--- config.mk ---
export PLATFORM = sky130hd
export DESIGN_NAME = kb_cmd_decoder
export DESIGN_NICKNAME = d
export VERILOG_FILES = /design/src/rtl/kb_cmd_decoder.sv
export SDC_FILE = /design/constraint.sdc
export NUM_CORES = 1
export LEC_CHECK = 0
export BUFFER_PORTS_ARGS = -buffer_cell sky130_fd_sc_hd__buf_2
export CAP_MARGIN = 20
export CORE_MARGIN = 1
export CORE_UTILIZATION = 54
export CTS_BUF_LIST = sky130_fd_sc_hd__clkbuf_4 sky130_fd_sc_hd__clkbuf_8 sky130_fd_sc_hd__clkbuf_16
export CTS_CLUSTER_DIAMETER = 30
export DETAILED_ROUTE_END_ITERATION = 16
export GPL_ROUTABILITY_DRIVEN = 0
export GPL_TIMING_DRIVEN = 0
export PLACE_DENSITY = 0.72
export SETUP_SLACK_MARGIN = 0.5
export SKIP_CTS_REPAIR_TIMING = 1
export SLEW_MARGIN = 40
export SYNTH_ARGS = -nofsm -noshare
export SYNTH_HDL_FRONTEND = slang
export SYNTH_SLANG_ARGS = --single-unit
--- constraint.sdc ---
create_clock -name VGA_clk -period 4.75 [get_ports VGA_clk]
set_input_delay 0.2375 -clock VGA_clk [delete_from_list [all_inputs] [get_ports VGA_clk]]
set_output_delay 0.2375 -clock VGA_clk [all_outputs]
set_load 0.1 [all_outputs]
--- src/rtl/kb_cmd_decoder.sv ---
`default_nettype none
// +--------------------------------------------------------------------------+
// | Module   : kb_cmd_decoder                                                |
// | Purpose  : PS/2 scancode set-2 decoder producing game commands           |
// | Revision : 1.0 - initial release                                         |
// +--------------------------------------------------------------------------+
module kb_cmd_decoder #(
  parameter int TIMEOUT = 1250000
) (
  input  logic       VGA_clk,
  input  logic       reset,
  input  logic [7:0] code,
  output logic       jump_pulse,
  output logic       duck_hold,
  output logic       start_pulse,
  output logic       pause
);

  typedef enum logic [1:0] {
    ST_IDLE    = 2'd0,
    ST_BRK     = 2'd1,
    ST_EXT     = 2'd2,
    ST_EXT_BRK = 2'd3
  } state_t;

  localparam logic [7:0]  c_BYTE_EXT     = 8'hE0;
  localparam logic [7:0]  c_BYTE_BRK     = 8'hF0;
  localparam logic [7:0]  c_KEY_SPACE    = 8'h29;
  localparam logic [7:0]  c_KEY_UP       = 8'h75;
  localparam logic [7:0]  c_KEY_DOWN     = 8'h72;
  localparam logic [7:0]  c_KEY_ENTER    = 8'h5A;
  localparam logic [7:0]  c_KEY_P        = 8'h4D;
  localparam logic [20:0] c_TIMEOUT_LAST = 21'(TIMEOUT - 1);

  state_t      r_state;
  state_t      w_state_nxt;
  logic [7:0]  r_code_q;
  logic [20:0] r_cnt;
  logic [20:0] w_cnt_nxt;
  logic        r_held_jump_a, r_held_jump_b, r_held_duck, r_held_start, r_held_pause;
  logic        w_held_jump_a, w_held_jump_b, w_held_duck, w_held_start, w_held_pause;
  logic        w_new_byte;
  logic        w_decode;
  logic        w_ext;
  logic        w_brk;
  logic        w_jump_nxt;
  logic        w_start_nxt;
  logic        w_pause_nxt;
  logic        w_duck_nxt;

  assign w_new_byte = (code != r_code_q) && (code != 8'h00);

  // Prefix tracking and timeout; a real byte always wins over an expiring timer.
  always_comb begin
    w_state_nxt = r_state;
    w_cnt_nxt   = 21'd0;
    w_decode    = 1'b0;
    w_ext       = 1'b0;
    w_brk       = 1'b0;

    if (r_state == ST_IDLE) begin
      if (w_new_byte) begin
        if (code == c_BYTE_EXT)      w_state_nxt = ST_EXT;
        else if (code == c_BYTE_BRK) w_state_nxt = ST_BRK;
        else                         w_decode    = 1'b1;
      end
    end else if (w_new_byte) begin
      case (r_state)
        ST_EXT: begin
          if (code == c_BYTE_BRK)      w_state_nxt = ST_EXT_BRK;
          else if (code != c_BYTE_EXT) begin
            w_state_nxt = ST_IDLE;
            w_decode    = 1'b1;
            w_ext       = 1'b1;
          end
        end
        ST_BRK: begin
          if (code == c_BYTE_EXT)      w_state_nxt = ST_EXT_BRK;
          else if (code != c_BYTE_BRK) begin
            w_state_nxt = ST_IDLE;
            w_decode    = 1'b1;
            w_brk       = 1'b1;
          end
        end
        default: begin
          if (code != c_BYTE_EXT && code != c_BYTE_BRK) begin
            w_state_nxt = ST_IDLE;
            w_decode    = 1'b1;
            w_ext       = 1'b1;
            w_brk       = 1'b1;
          end
        end
      endcase
    end else if (r_cnt == c_TIMEOUT_LAST) begin
      w_state_nxt = ST_IDLE;
    end else begin
      w_cnt_nxt = r_cnt + 21'd1;
    end
  end

  // Key map, held flags and command generation.
  always_comb begin
    w_held_jump_a = r_held_jump_a;
    w_held_jump_b = r_held_jump_b;
    w_held_duck   = r_held_duck;
    w_held_start  = r_held_start;
    w_held_pause  = r_held_pause;
    w_jump_nxt    = 1'b0;
    w_start_nxt   = 1'b0;
    w_pause_nxt   = pause;

    if (w_decode) begin
      if (!w_ext && code == c_KEY_SPACE) begin
        w_held_jump_a = !w_brk;
        if (!w_brk && !r_held_jump_a && !pause) w_jump_nxt = 1'b1;
      end
      if (w_ext && code == c_KEY_UP) begin
        w_held_jump_b = !w_brk;
        if (!w_brk && !r_held_jump_b && !pause) w_jump_nxt = 1'b1;
      end
      if (w_ext && code == c_KEY_DOWN) begin
        w_held_duck = !w_brk;
      end
      if (!w_ext && code == c_KEY_ENTER) begin
        w_held_start = !w_brk;
        if (!w_brk && !r_held_start) begin
          w_start_nxt = 1'b1;
          w_pause_nxt = 1'b0;
        end
      end
      if (!w_ext && code == c_KEY_P) begin
        w_held_pause = !w_brk;
        if (!w_brk && !r_held_pause) w_pause_nxt = !pause;
      end
    end

    w_duck_nxt = w_held_duck && !w_pause_nxt;
  end

  always_ff @(posedge VGA_clk or posedge reset) begin
    if (reset) begin
      r_state       <= ST_IDLE;
      r_code_q      <= 8'h00;
      r_cnt         <= 21'd0;
      r_held_jump_a <= 1'b0;
      r_held_jump_b <= 1'b0;
      r_held_duck   <= 1'b0;
      r_held_start  <= 1'b0;
      r_held_pause  <= 1'b0;
      jump_pulse    <= 1'b0;
      duck_hold     <= 1'b0;
      start_pulse   <= 1'b0;
      pause         <= 1'b0;
    end else begin
      r_state       <= w_state_nxt;
      r_code_q      <= code;
      r_cnt         <= w_cnt_nxt;
      r_held_jump_a <= w_held_jump_a;
      r_held_jump_b <= w_held_jump_b;
      r_held_duck   <= w_held_duck;
      r_held_start  <= w_held_start;
      r_held_pause  <= w_held_pause;
      jump_pulse    <= w_jump_nxt;
      duck_hold     <= w_duck_nxt;
      start_pulse   <= w_start_nxt;
      pause         <= w_pause_nxt;
    end
  end

endmodule
`default_nettype wire

==> out/results.md, run 1 <==
| Quantity | Value |
| --- | --- |
| Most common cell after layout, fill and taps aside | sky130_fd_sc_hd__dfrtp_1 |
| Effective utilization at floorplan | 56.41% |
| Total Negative Setup Slacks | 0 ns |
| Xor/xnor cell area share of the yosys netlist | 11.37% |
| Post-layout power | 0.0008062 W |
| Detailed placement HPWL | 2688 um |
| Combinational family with the most area after synthesis | simple AND/OR/NAND/NOR gates |
| Simple-gate area share of the yosys netlist | 26.64% |
| Failing checks | negative hold slack |
| Category of the critical setup timing path | register to register |
| Worst reg2reg startpoint | r_code_q[5]$_DFF_PP0_ |
| Area growth from synthesis to final layout | 10.04% |
| Most used routing layer in global routing | met2 |
| Share of synthesized area spent on multiplexers | 2.706% |
| Compound-cell area share of the yosys netlist | 4.690% |
| FMAX | 0.4925 GHz |
| Global-route met3 utilization | 5.893% |
| Min cycle time layout | 2.031 ns |
| Worst setup EP type | register |
| Maximum root-to-sink buffer count | 2 |
| Number of synthesized flops with an enable pin | 0 |
| Final period util | 42.75% |
| Final-report setup violation count | 0 |
| Vias in the first global route | 1,465 |
| Cells after synthesis | 209 |
| Number of clock buffers inserted by TritonCTS | 5 |
| Reg2reg end | duck_hold$_DFF_PP0_ |
| Count of cell types in the netlist | 38 |
| Wirelength, routed | 3797 um |
| Detail Route Antenna Nets | 0 |
| Worst path slowest cell | sky130_fd_sc_hd__dfrtp_1 |
| Root cell of the clock tree | sky130_fd_sc_hd__clkbuf_8 |
| Worst Reg-to-Reg Cells | 7 |
| H-tree depth reported by CTS | 2 |
| Commonest non-fill, non-tap cells in the layout | 40 x sky130_fd_sc_hd__dfrtp_1, 29 x sky130_fd_sc_hd__nor2_1, 19 x sky130_fd_sc_hd__xor2_1 |
| Number of placement rows | 22 |
| Clock tree from TritonCTS | built |
| Number of diodes | 0 |
| Max_cap viols | 0 |
| Total Routing Usage GR | 21.73% |
| Largest stage delay on the critical path | 0.37 ns |
| Core footprint | 0.003689 sq mm |
| Share of synthesized cell area in full adder, half adder and majority cells | 2.405% |
| Reg2Reg Setup Slack | 2.72 ns |
| Power Dens Cells | 352.1 mW/mm^2 |
| Routed wire length per instance | 13.71 um |
| Worst max-slew margin expressed relative to the limit | 62.74% |
| Worst setup startpoint | r_code_q[5]$_DFF_PP0_ |
| Post-Route Skew | 0.006360 ns |
| Die outline area | 0.004106 sq mm |
| Flip-flop cell with the highest count after synthesis | sky130_fd_sc_hd__dfrtp_1 |
| Number of placed I/O pins | 14 |
| Data arrival, critical path | 2.19 ns |
| Hold Violations, Final | 40 |
| Sequential share of the synthesized area | 48.11% |
| Clock-pin slew on the worst setup and hold paths | 0.07 ns |
| Post-DR vias/cell | 5.419 |
| Antenna violations before repair | 0 |
| RSZ-0062 raised after global routing | no |
| Buffers on Ports | 13 |
| Number of DRC markers in iteration 0 | 56 |
| Met1 usage in global routing | 25.58% |
| Register bit total from synthesis | 40 |
| Worst EP required | 4.91 ns |
| Status | finished with violations |
| Final number of max-transition violations | 0 |
| Async SR Flop Fraction | 100.0% |
| Category of the worst setup path launch point | register |
| Transition time of the tightest slew-check pin | 0.5547 ns |
| Vias after detailed routing | 1,501 |
| Global routing usage on met2 | 36.17% |
| Worst voltage drop across the vdd grid | 0.2229 mV |
| Mapped Nets | 223 |
| Chip Height | 64.08 um |
| Mean post-synth cell area | 9.956 sq um |
| Cell area after synthesis | 0.002081 sq mm |
| Max Fanout on Critical Path | 10 |
| Worst-path cell chain | xor2_1 > nor4_1 > nand2_1 > clkbuf_1 > nand4b_1 > mux2_2 > nor2b_1 |
| Layout cells sized above 1 | 16.16% |
| Standby leakage power | 0.9775 nW |
| Later-pin clock latency in the skew report | 0.29 ns |
| Worst hold path type | input port to async pin |
| Initial DRT Pass Iterations | 4 |
| Chip width | 64.08 um |
| Global-route wire length before repair | 6534 um |
| Tightest hold margin | -0.02496 ns |
| Number of warnings printed during yosys synthesis | 0 |
| Num Clock Sinks | 40 |
| Pin count of the biggest net entering global routing | 41 |
| Aggregate global routing overflow | 0 |
| DRC violation count after routing | 0 |
| Final Net Count | 243 |
| Setup crit end | duck_hold$_DFF_PP0_ |
## area by class of cell
| type | count | area, sq um |
|---|---|---|
| fillers | 334 | 1399 |
| clock inverters | 1 | 5.005 |
| well taps | 48 | 60.06 |
| plain buffers | 7 | 51.30 |
| flip-flops and latches | 40 | 1001 |
| inverters | 9 | 36.28 |
| multi-input cells | 153 | 994.7 |
| clock buffers | 6 | 76.32 |
| repair buffers | 13 | 65.06 |
## registers in the layout (all words and copies together), names as in the netlist
register / flops
r_code_q: 8
r_held_jump_a: 1
r_held_duck: 1
pause: 1
r_cnt: 21
start_pulse: 1
r_held_pause: 1
r_held_start: 1
jump_pulse: 1
r_state: 2
r_held_jump_b: 1
duck_hold: 1
## metal layers
| layer | up-vias | wire (um) |
|---|---|---|
| met5 | - | 0 |
| met4 | 0 | 73 |
| met3 | 6 | 98 |
| met2 | 20 | 1858 |
| met1 | 710 | 1767 |
| li1 | 765 | - |
## synth_stat cells (3+ instances only)
master,instances,area [sq um]
sky130_fd_sc_hd__and3_1,5,31.28
sky130_fd_sc_hd__buf_6,3,33.78
sky130_fd_sc_hd__dfrtp_1,40,1001
sky130_fd_sc_hd__ha_1,4,50.05
sky130_fd_sc_hd__inv_1,9,33.78
sky130_fd_sc_hd__mux2_2,5,56.30
sky130_fd_sc_hd__nand2_1,15,56.30
sky130_fd_sc_hd__nand3_1,6,30.03
sky130_fd_sc_hd__nand4_1,11,68.82
sky130_fd_sc_hd__nand4b_1,3,26.28
sky130_fd_sc_hd__nor2_1,29,108.9
sky130_fd_sc_hd__nor2b_1,6,37.54
sky130_fd_sc_hd__nor3_1,3,15.01
sky130_fd_sc_hd__nor4_1,7,43.79
sky130_fd_sc_hd__o21ai_0,3,15.01
sky130_fd_sc_hd__or3_1,3,18.77
sky130_fd_sc_hd__xnor2_1,8,70.07
sky130_fd_sc_hd__xor2_1,19,166.4
## worst min path at each step
stage | start | endpoint | slack, ns | cells past startpoint
6_report | reset | duck_hold$_DFF_PP0_ | -0.02 | 2
3_5_place_dp | reset | r_code_q[6]$_DFF_PP0_ | 0.31 | 2
4_1_cts | reset | r_held_duck$_DFF_PP0_ | -0.02 | 2
5_1_grt | reset | duck_hold$_DFF_PP0_ | 0.02 | 2
2_1_floorplan | code[0] | r_code_q[0]$_DFF_PP0_ | 0.27 | 0
3_3_place_gp | code[5] | r_code_q[5]$_DFF_PP0_ | 0.36 | 1
## power by group
group,internal (W),switching (W),leakage (nW),total (W)
Sequential,0.000363,0.0000127,0.532,0.000376
Combinational,0.0000781,0.000137,0.401,0.000215
Clock,0.000106,0.000110,0.0445,0.000215
Total,0.000547,0.000259,0.977,0.000806
## cells by family after synthesis
family | count (synthesis)
AOI/OAI and AO/OA | 14
and+or+nand+nor | 103
xor gates and xnor gates | 27
adders and majority gates | 4
buffers and inverters | 16
DFF | 40
muxes | 5
## through the flow
| step | setup WS, ns | hold WS (ns) | std cells | utilization [%] | instance area (sq um) |
|---|---|---|---|---|---|
| final | 2.719 | -0.02496 | 277 | 62.08 | 2290 |
| after global routing | 2.515 | 0.01860 | 277 | 62.08 | 2290 |
| after CTS | 2.722 | -0.01670 | 277 | 62.08 | 2290 |
| after detailed placement | 2.584 | 0.3065 | 270 | 59.87 | 2208 |
| after global placement | 2.685 | 0.3568 | 270 | 59.80 | 2206 |
| after floorplan | 2.947 | 0.2689 | 209 | - | 2081 |
## worst max-delay path: cells and delay by family, from the launching register on
| kind | cells | cell delay, ns |
|---|---|---|
| and+or+nand+nor | 4 | 0.78 |
| xor gates and xnor gates | 1 | 0.16 |
| DFF | 1 | 0.37 |
| buffers and inverters | 1 | 0.24 |
| muxes | 1 | 0.35 |
No activity file was read; power rests on OpenSTA's default activity.
==> run 2, diff against run 1 <==
--- a/config.mk
+++ b/config.mk
@@ -14,7 +14,7 @@
 export DETAILED_ROUTE_END_ITERATION = 16
 export GPL_ROUTABILITY_DRIVEN = 0
 export GPL_TIMING_DRIVEN = 0
-export PLACE_DENSITY = 0.72
+export PLACE_DENSITY = 0.75
 export SETUP_SLACK_MARGIN = 0.5
 export SKIP_CTS_REPAIR_TIMING = 1
 export SLEW_MARGIN = 40
==> constraint.sdc (replaced) <==
create_clock -name VGA_clk -period 1.7 [get_ports VGA_clk]
set_input_delay 0.085 -clock VGA_clk [delete_from_list [all_inputs] [get_ports VGA_clk]]
set_output_delay 0.085 -clock VGA_clk [all_outputs]
set_load 0.1 [all_outputs]
==> run 2 against run 1 <==
Against the previous run:
- the flow finishes with violations (negative setup slack)
- first-iteration DRC count is 82% higher
- die area did not move
- worst setup slack got worse by 2.9 ns
- hold slack improved by 0.21 ns
- global-route usage is 0.46 points lower
- sequential power grew to 2.8 times the previous value
- count of clock-buffer cells in the layout unchanged
- maximum frequency grew 8.9%
- routed wire length grew 13%
- utilization increased by 9.9 points
- final cell count increased by 6.9%
- largest power group unchanged
- highest routed layer unchanged
==> out/results.md, run 2 (synthesis results as in run 1) <==
| Quantity | Value | vs previous |
| --- | --- | --- |
| Detailed placement HPWL | 2832 um | +5.3% |
| Post-Route Skew | 0.003326 ns | -0.003034 ns |
| Data arrival, critical path | 2.08 ns | -0.11 ns |
| Category of the worst setup path launch point | register |  |
| Area growth from synthesis to final layout | 27.54% |  |
| Final number of max-transition violations | 0 | unchanged |
| Status | finished with violations |  |
| Initial DRT Pass Iterations | 4 | unchanged |
| Clock tree from TritonCTS | built |  |
| Comb pwr share | 34.2% | +7.5 points |
| Number of DRC markers in iteration 0 | 102 | +82% |
| Aggregate global routing overflow | 0 | unchanged |
| Launch instance of the worst min-delay path | code[5] |  |
| Antenna violations before repair | 0 | unchanged |
| Die outline area | 0.004106 sq mm | unchanged |
| Worst setup EP type | register |  |
| Routed wire length per instance | 14.45 um | +5.4% |
| Number of clock buffers inserted by TritonCTS | 5 | unchanged |
| Worst hold path type | input port to register |  |
| Worst setup startpoint | r_code_q[6]$_DFF_PP0_ |  |
| Number of diodes | 0 | unchanged |
| Metal1 wirelength | 1862 um | +5.4% |
| Reg2Reg Setup Slack | -0.17 ns | -2.88 ns |
| Hold Violations, Final | 0 | -100% |
| RSZ-0062 raised after global routing | yes |  |
| Reg with most FFs | r_cnt |  |
| Highest metal used | met4 |  |
| Num Clock Sinks | 40 | unchanged |
| Vias in the first global route | 1,469 | +0.27% |
| Number of placement rows | 22 | unchanged |
| Instance count after placement with tap cells included | 271 | +0.37% |
| Vias after detailed routing | 1,633 | +8.8% |
| P_sw | 0.0008426 W | +220% |
| Post-route insts no fill | 296 | +6.9% |
| Clock power frac | 25.0% | -1.7 points |
| Failing checks | negative setup slack |  |
| Root cell of the clock tree | sky130_fd_sc_hd__clkbuf_8 |  |
| Post-DR vias/cell | 5.517 | +1.8% |
| Max Fanout on Critical Path | 10 | unchanged |
| Transition time of the tightest slew-check pin | 0.4717 ns | -0.08300 ns |
| Max_cap viols | 0 | unchanged |
| Pin count of the biggest net entering global routing | 28 | -32% |
| Worst EP required | 1.92 ns | -2.99 ns |
| Global-route wire length before repair | 6458 um | -1.2% |
| Power Dens Cells | 979.6 mW/mm^2 | +180% |
| Final worst slack | -0.1653 ns | -2.885 ns |
| Later-pin clock latency in the skew report | 0.29 ns | about the same |
| Min cycle time layout | 1.865 ns | -0.1653 ns |
| Worst reg2reg startpoint | r_code_q[6]$_DFF_PP0_ |  |
| Final Net Count | 261 | +7.4% |
| Worst voltage drop across the vdd grid | 1.047 mV | +370% |
| Detail Route Antenna Nets | 0 | unchanged |
| Final-report setup violation count | 29 | +29 |
| Category of the critical setup timing path | register to register |  |
| Biggest registers after layout | r_cnt x21, r_code_q x8, r_state x2 |  |
| Core footprint | 0.003689 sq mm | unchanged |
| Commonest non-fill, non-tap cells in the layout | 38 x sky130_fd_sc_hd__dfrtp_1, 19 x sky130_fd_sc_hd__xor2_1, 18 x sky130_fd_sc_hd__nor2_1 |  |
| Sequential share of power | 40.8% | -5.8 points |
| P_int | 0.001757 W | +220% |
| Standby leakage power | 1.146 nW | +17% |
| Final period util | 109.7% | +67 points |
| Layout cells sized above 1 | 32.26% | +16 points |
| Chip Height | 64.08 um | unchanged |
| Post-layout power | 0.002600 W | +220% |
| Effective utilization at floorplan | 56.41% | unchanged |
| Worst slack at placement | -0.2163 ns | -2.800 ns |
| Buffers on Ports | 13 | unchanged |
| Maximum root-to-sink buffer count | 2 | unchanged |
| FMAX | 0.5361 GHz | +8.9% |
| Worst max-slew margin expressed relative to the limit | 68.31% | +5.6 points |
| Total Routing Usage GR | 21.27% | -0.46 points |
| Clock-pin slew on the worst setup and hold paths | 0.07 ns | about the same |
| Chip width | 64.08 um | unchanged |
| Max reg flops | 21 | unchanged |
| Detailed-routed wire length on met3 | 147 um | +50% |
| Total Negative Setup Slacks | -3.376 ns | -3.376 ns |
| Met2 routed wirelength | 2185 um | +18% |
| H-tree depth reported by CTS | 2 | unchanged |
| Number of placed I/O pins | 14 | unchanged |
| Wirelength, routed | 4276 um | +13% |
| Most common cell after layout, fill and taps aside | sky130_fd_sc_hd__dfrtp_1 |  |
| Switching share of total power | 32.41% | +0.23 points |
| DRC violation count after routing | 0 | unchanged |
run 2: final cells by class:
class / instances / area [sq um]
clock inverters: 2 / 10.01
well taps: 48 / 60.06
fillers: 284 / 1035
clock buffers: 6 / 82.58
inverters: 9 / 33.78
plain buffers: 7 / 72.57
multi-input cells: 153 / 1156
flip-flops and latches: 40 / 1003
repair buffers: 31 / 235.2
run 2: power by group through the flow:
stage | Sequential [W] | Clock [W] | Combinational, W
finish | 0.00106 | 0.000650 | 0.000890
global route | 0.00106 | 0.000706 | 0.000977
CTS | 0.00106 | 0.000663 | 0.000696
detailed placement | 0.00108 | 0 | 0.000692
global placement | 0.00107 | 0 | 0.000674
floorplan | 0.00112 | 0 | 0.000493
run 2: final timing paths:
path | to | cells after the start
max in group asynchronous | r_cnt[8]$_DFF_PP0_ | 4
min | start_pulse$_DFF_PP0_ | 3
max | r_cnt[2]$_DFF_PP0_ | 7
min in group asynchronous | r_code_q[2]$_DFF_PP0_ | 3
min reg2reg | r_held_duck$_DFF_PP0_ | 1
max reg2reg | r_cnt[2]$_DFF_PP0_ | 7
run 2: critical path, stage by stage (launching register included):
cell and delay, ns:
sky130_fd_sc_hd__dfrtp_1 0.38, sky130_fd_sc_hd__xor2_1 0.17, sky130_fd_sc_hd__nor4_2 0.29, sky130_fd_sc_hd__nand2_1 0.14
sky130_fd_sc_hd__and2_4 0.17, sky130_fd_sc_hd__or3_4 0.39, sky130_fd_sc_hd__buf_6 0.16, sky130_fd_sc_hd__nor2_2 0.10
run 2: through the flow:
step                      hold WS [ns]  cell area, sq um  utilization (%)
final                           0.1807              2654            71.95
after detailed placement       0.05098              2295            62.21
after global routing            0.1811              2654            71.95
after global placement          0.2033              2275            61.67
after floorplan                 0.1164              2150                -
after CTS                      -0.2626              2387            64.72
run 2: metal layers:
metal / vias up / GRT usage [%]
met5: - / 0
met2: 36 / 36.84
met4: 0 / 11.08
met3: 6 / 4.821
li1: 802 / -
met1: 789 / 24.31
==> run 3, diff against run 2 <==
--- a/config.mk
+++ b/config.mk
@@ -5,12 +5,14 @@
 export SDC_FILE = /design/constraint.sdc
 export NUM_CORES = 1
 export LEC_CHECK = 0
+export ABC_AREA = 1
 export BUFFER_PORTS_ARGS = -buffer_cell sky130_fd_sc_hd__buf_2
 export CAP_MARGIN = 20
 export CORE_MARGIN = 1
 export CORE_UTILIZATION = 54
 export CTS_BUF_LIST = sky130_fd_sc_hd__clkbuf_4 sky130_fd_sc_hd__clkbuf_8 sky130_fd_sc_hd__clkbuf_16
 export CTS_CLUSTER_DIAMETER = 30
+export CTS_CLUSTER_SIZE = 20
 export DETAILED_ROUTE_END_ITERATION = 16
 export GPL_ROUTABILITY_DRIVEN = 0
 export GPL_TIMING_DRIVEN = 0
==> run 3 against run 2 <==
Against the previous run:
- maximum frequency is 3.3% higher
- via count is 21% higher
- critical endpoint is now r_cnt[20]$_DFF_PP0_
- hold slack better by 0.079 ns
- critical path depth is 3 higher
- largest cell class unchanged
- synthesized area is 11% higher
- the flow still finishes with violations (negative setup slack)
- power is 13% higher
- first-iteration DRC count is 2.9% lower
- critical path type unchanged
- global-route usage is 1.2 points higher
- non-clock buffer count is 3 higher
==> out/results.md, run 3 <==
| Quantity | Value | vs previous |
| --- | --- | --- |
| Root cell of the clock tree | sky130_fd_sc_hd__clkbuf_8 |  |
| Biggest area consumer among synthesized cells | sky130_fd_sc_hd__dfrtp_1 |  |
| Count of cell types in the netlist | 39 | +2.6% |
| Sequential share of the synthesized area | 43.50% | -4.6 points |
| Antenna violations before repair | 0 | unchanged |
| Chip Height | 67.28 um | +5.0% |
| Final Net Count | 339 | +30% |
| Max_cap viols | 0 | unchanged |
| Max reg flops | 21 | unchanged |
| Worst setup EP type | register |  |
| Number of warnings printed during yosys synthesis | 0 | unchanged |
| Biggest registers after layout | r_cnt x21, r_code_q x8, r_state x2 |  |
| Register bit total from synthesis | 40 | unchanged |
| Async SR Flop Fraction | 100.0% | unchanged |
| Number of diodes | 0 | unchanged |
| Path length in cells of the critical path | 10 | +3 |
| Worst reg2reg startpoint | r_cnt[1]$_DFF_PP0_ |  |
| Cell area after synthesis | 0.002301 sq mm | +11% |
| Chip width | 67.28 um | +5.0% |
| Final period util | 106.2% | -3.5 points |
| Worst setup startpoint | r_cnt[1]$_DFF_PP0_ |  |
| Core footprint | 0.004058 sq mm | +10% |
| H-tree depth reported by CTS | 2 | unchanged |
| Detailed placement HPWL | 3201 um | +13% |
| Tightest hold margin | 0.2600 ns | +0.07926 ns |
| Top cells by count, synth | 50 x sky130_fd_sc_hd__nand2_1, 43 x sky130_fd_sc_hd__inv_1, 40 x sky130_fd_sc_hd__dfrtp_1 |  |
| Largest stage delay on the critical path | 0.41 ns | +0.02 ns |
| FMAX | 0.5539 GHz | +3.3% |
| Post-Route Skew | 0.007131 ns | +0.003805 ns |
| Min cycle time layout | 1.805 ns | -0.05995 ns |
| Final-report setup violation count | 4 | -86% |
| Area growth from synthesis to final layout | 31.59% |  |
| Vias in the first global route | 1,789 | +22% |
| Worst max-slew margin expressed relative to the limit | 67.72% | -0.60 points |
| Die outline area | 0.004526 sq mm | +10% |
| Reg2reg end | r_cnt[20]$_DFF_PP0_ |  |
| Standby leakage power | 1.383 nW | +21% |
| Total cell area at the placement stage | 0.002510 sq mm | +9.4% |
| Power Dens Cells | 966.6 mW/mm^2 | -1.3% |
| Cells after synthesis | 279 | +33% |
| Wirelength, routed | 4940 um | +16% |
| Total Routing Usage GR | 22.47% | +1.2 points |
| Synth area leaders | sky130_fd_sc_hd__dfrtp_1 44%, sky130_fd_sc_hd__nand2_1 8.2%, sky130_fd_sc_hd__inv_1 7.0% |  |
| Layout cells sized above 1 | 32.82% | +0.56 points |
| Num Clock Sinks | 40 | unchanged |
| Vias after detailed routing | 1,984 | +21% |
| Mapped Nets | 293 | +31% |
| Clock tree from TritonCTS | built |  |
| Category of the critical setup timing path | register to register |  |
| Initial DRT Pass Iterations | 4 | unchanged |
| Launch instance of the worst min-delay path | code[5] |  |
| Final number of max-transition violations | 0 | unchanged |
| Category of the worst setup path launch point | register |  |
| Hold Violations, Final | 0 | unchanged |
| Number of buffer and inverter stages on the critical path | 0 | -1 |
| Reg2Reg Setup Slack | -0.11 ns | +0.06 ns |
| Later-pin clock latency in the skew report | 0.29 ns | about the same |
| Data arrival, critical path | 2.04 ns | -0.04 ns |
| Global-route wire length before repair | 7445 um | +15% |
| Fraction of the core area covered by cells at the end of the flow | 74.62% | +2.7 points |
| Commonest non-fill, non-tap cells in the layout | 43 x sky130_fd_sc_hd__nand2_1, 36 x sky130_fd_sc_hd__inv_1, 36 x sky130_fd_sc_hd__dfrtp_1 |  |
| Maximum root-to-sink buffer count | 2 | unchanged |
| Most common cell after layout, fill and taps aside | sky130_fd_sc_hd__nand2_1 |  |
| Post-layout power | 0.002927 W | +13% |
| Number of clock buffers inserted by TritonCTS | 5 | unchanged |
| Number of placed I/O pins | 14 | unchanged |
| Worst Reg-to-Reg Cells | 10 | +3 |
| Most repeated cell in the gate-level netlist after synthesis | sky130_fd_sc_hd__nand2_1 |  |
| Reg with most FFs | r_cnt |  |
| Number of synthesized flops with an enable pin | 0 | unchanged |
| Flip-flop cell with the highest count after synthesis | sky130_fd_sc_hd__dfrtp_1 |  |
| Delay-heaviest family, CP | simple AND/OR/NAND/NOR gates |  |
| Total Negative Setup Slacks | -0.1803 ns | +3.195 ns |
| Pin count of the biggest net entering global routing | 27 | -3.6% |
| Clock-pin slew on the worst setup and hold paths | 0.07 ns | about the same |
| Worst-path cell chain | ha_4 > nand3_4 > nor2_4 > nand2_4 > nor2_8 > nand4_4 > nor3_4 > nand2_1 > a21oi_1 > o21a_1 |  |
| Aggregate global routing overflow | 0 | unchanged |
| Buffers on Ports | 13 | unchanged |
| Worst voltage drop across the vdd grid | 0.6118 mV | -42% |
| Routed wire length per instance | 13.14 um | -9.1% |
| Number of DRC markers in iteration 0 | 99 | -2.9% |
| Final worst slack | -0.1053 ns | +0.05995 ns |
| Failing checks | negative setup slack |  |
| DRC violation count after routing | 0 | unchanged |
| Transition time of the tightest slew-check pin | 0.4876 ns | +0.01595 ns |
| Detail Route Antenna Nets | 0 | unchanged |
| Setup crit end | r_cnt[20]$_DFF_PP0_ |  |
| Effective utilization at floorplan | 56.71% | +0.30 points |
| Worst path slowest cell | sky130_fd_sc_hd__dfrtp_1 |  |
| Share of the synthesized area in the top cell type | 43.50% | -4.6 points |
| Worst hold path type | input port to register |  |
| Post-DR vias/cell | 5.277 | -4.4% |
| Finished Cell Area | 0.003028 sq mm | +14% |
| RSZ-0062 raised after global routing | yes |  |
| Mean post-synth cell area | 8.247 sq um | -17% |
| Status | finished with violations |  |
| Number of placement rows | 23 | +4.5% |
| Worst EP required | 1.93 ns | about the same |
| Max Fanout on Critical Path | 3 | -7 |
-- run 3: metrics by stage --
step                instances  setup WS (ns)
floorplan                 279        0.05487
global placement          342        -0.1360
detailed placement        343        -0.1627
CTS                       351        -0.1833
global route              376        -0.2115
finish                    376        -0.1053
-- run 3: how the worst min path moves through the flow --
stage	endpoint	cells after the start
2_1_floorplan	r_code_q[0]$_DFF_PP0_	0
3_3_place_gp	r_code_q[0]$_DFF_PP0_	1
3_5_place_dp	r_cnt[3]$_DFF_PP0_	2
4_1_cts	r_cnt[7]$_DFF_PP0_	2
5_1_grt	r_held_jump_a$_DFFE_PP0P_	5
6_report	r_held_jump_a$_DFFE_PP0P_	5
-- run 3: final cells by class --
type	instances	area [sq um]
multi-input cells	189	1306
well taps	50	62.56
clock buffers	7	96.34
plain buffers	2	22.52
fillers	287	1030
flip-flops and latches	40	1006
clock inverters	1	30.03
repair buffers	39	317.8
inverters	48	186.4
-- run 3: worst reg2reg max path: cells and delay by family, from the launching register on --
| kind | cells | cell delay (ns) |
|---|---|---|
| adder cells (fa/ha/maj) | 1 | 0.17 |
| flip-flops | 1 | 0.41 |
| AO/OA/AOI/OAI | 2 | 0.26 |
| AND/OR/NAND/NOR | 7 | 0.91 |
-- run 3: metal layers --
layer | GRT usage (%) | routed length (um) | vias to the layer above | part of all wire, %
met1 | 25.51 | 2096 | 946 | 42
met3 | 4.223 | 131 | 11 | 2.7
met4 | 11.17 | 118 | 0 | 2.4
met5 | 0 | 0 | - | 0
li1 | - | - | 990 | -
met2 | 40.00 | 2593 | 37 | 52
-- run 3: cells by family (layout without fill, tap and decap cells) --
kind of cell	count (synthesis)	after routing	synth area share [%]
adders and majority gates	4	4	2.175
DFF	40	40	43.50
and+or+nand+nor	143	143	33.01
buffers and inverters	50	97	8.265
xor gates and xnor gates	16	16	6.091
AOI/OAI and AO/OA	26	26	6.960
-- run 3: power breakdown --
group	leakage (nW)	switching (W)	total [W]	internal [W]
clock network	0.0645	0.000329	0.000847	0.000518
logic	0.797	0.000643	0.00103	0.000385
registers	0.522	0.0000390	0.00105	0.00101
total	1.38	0.00101	0.00293	0.00192
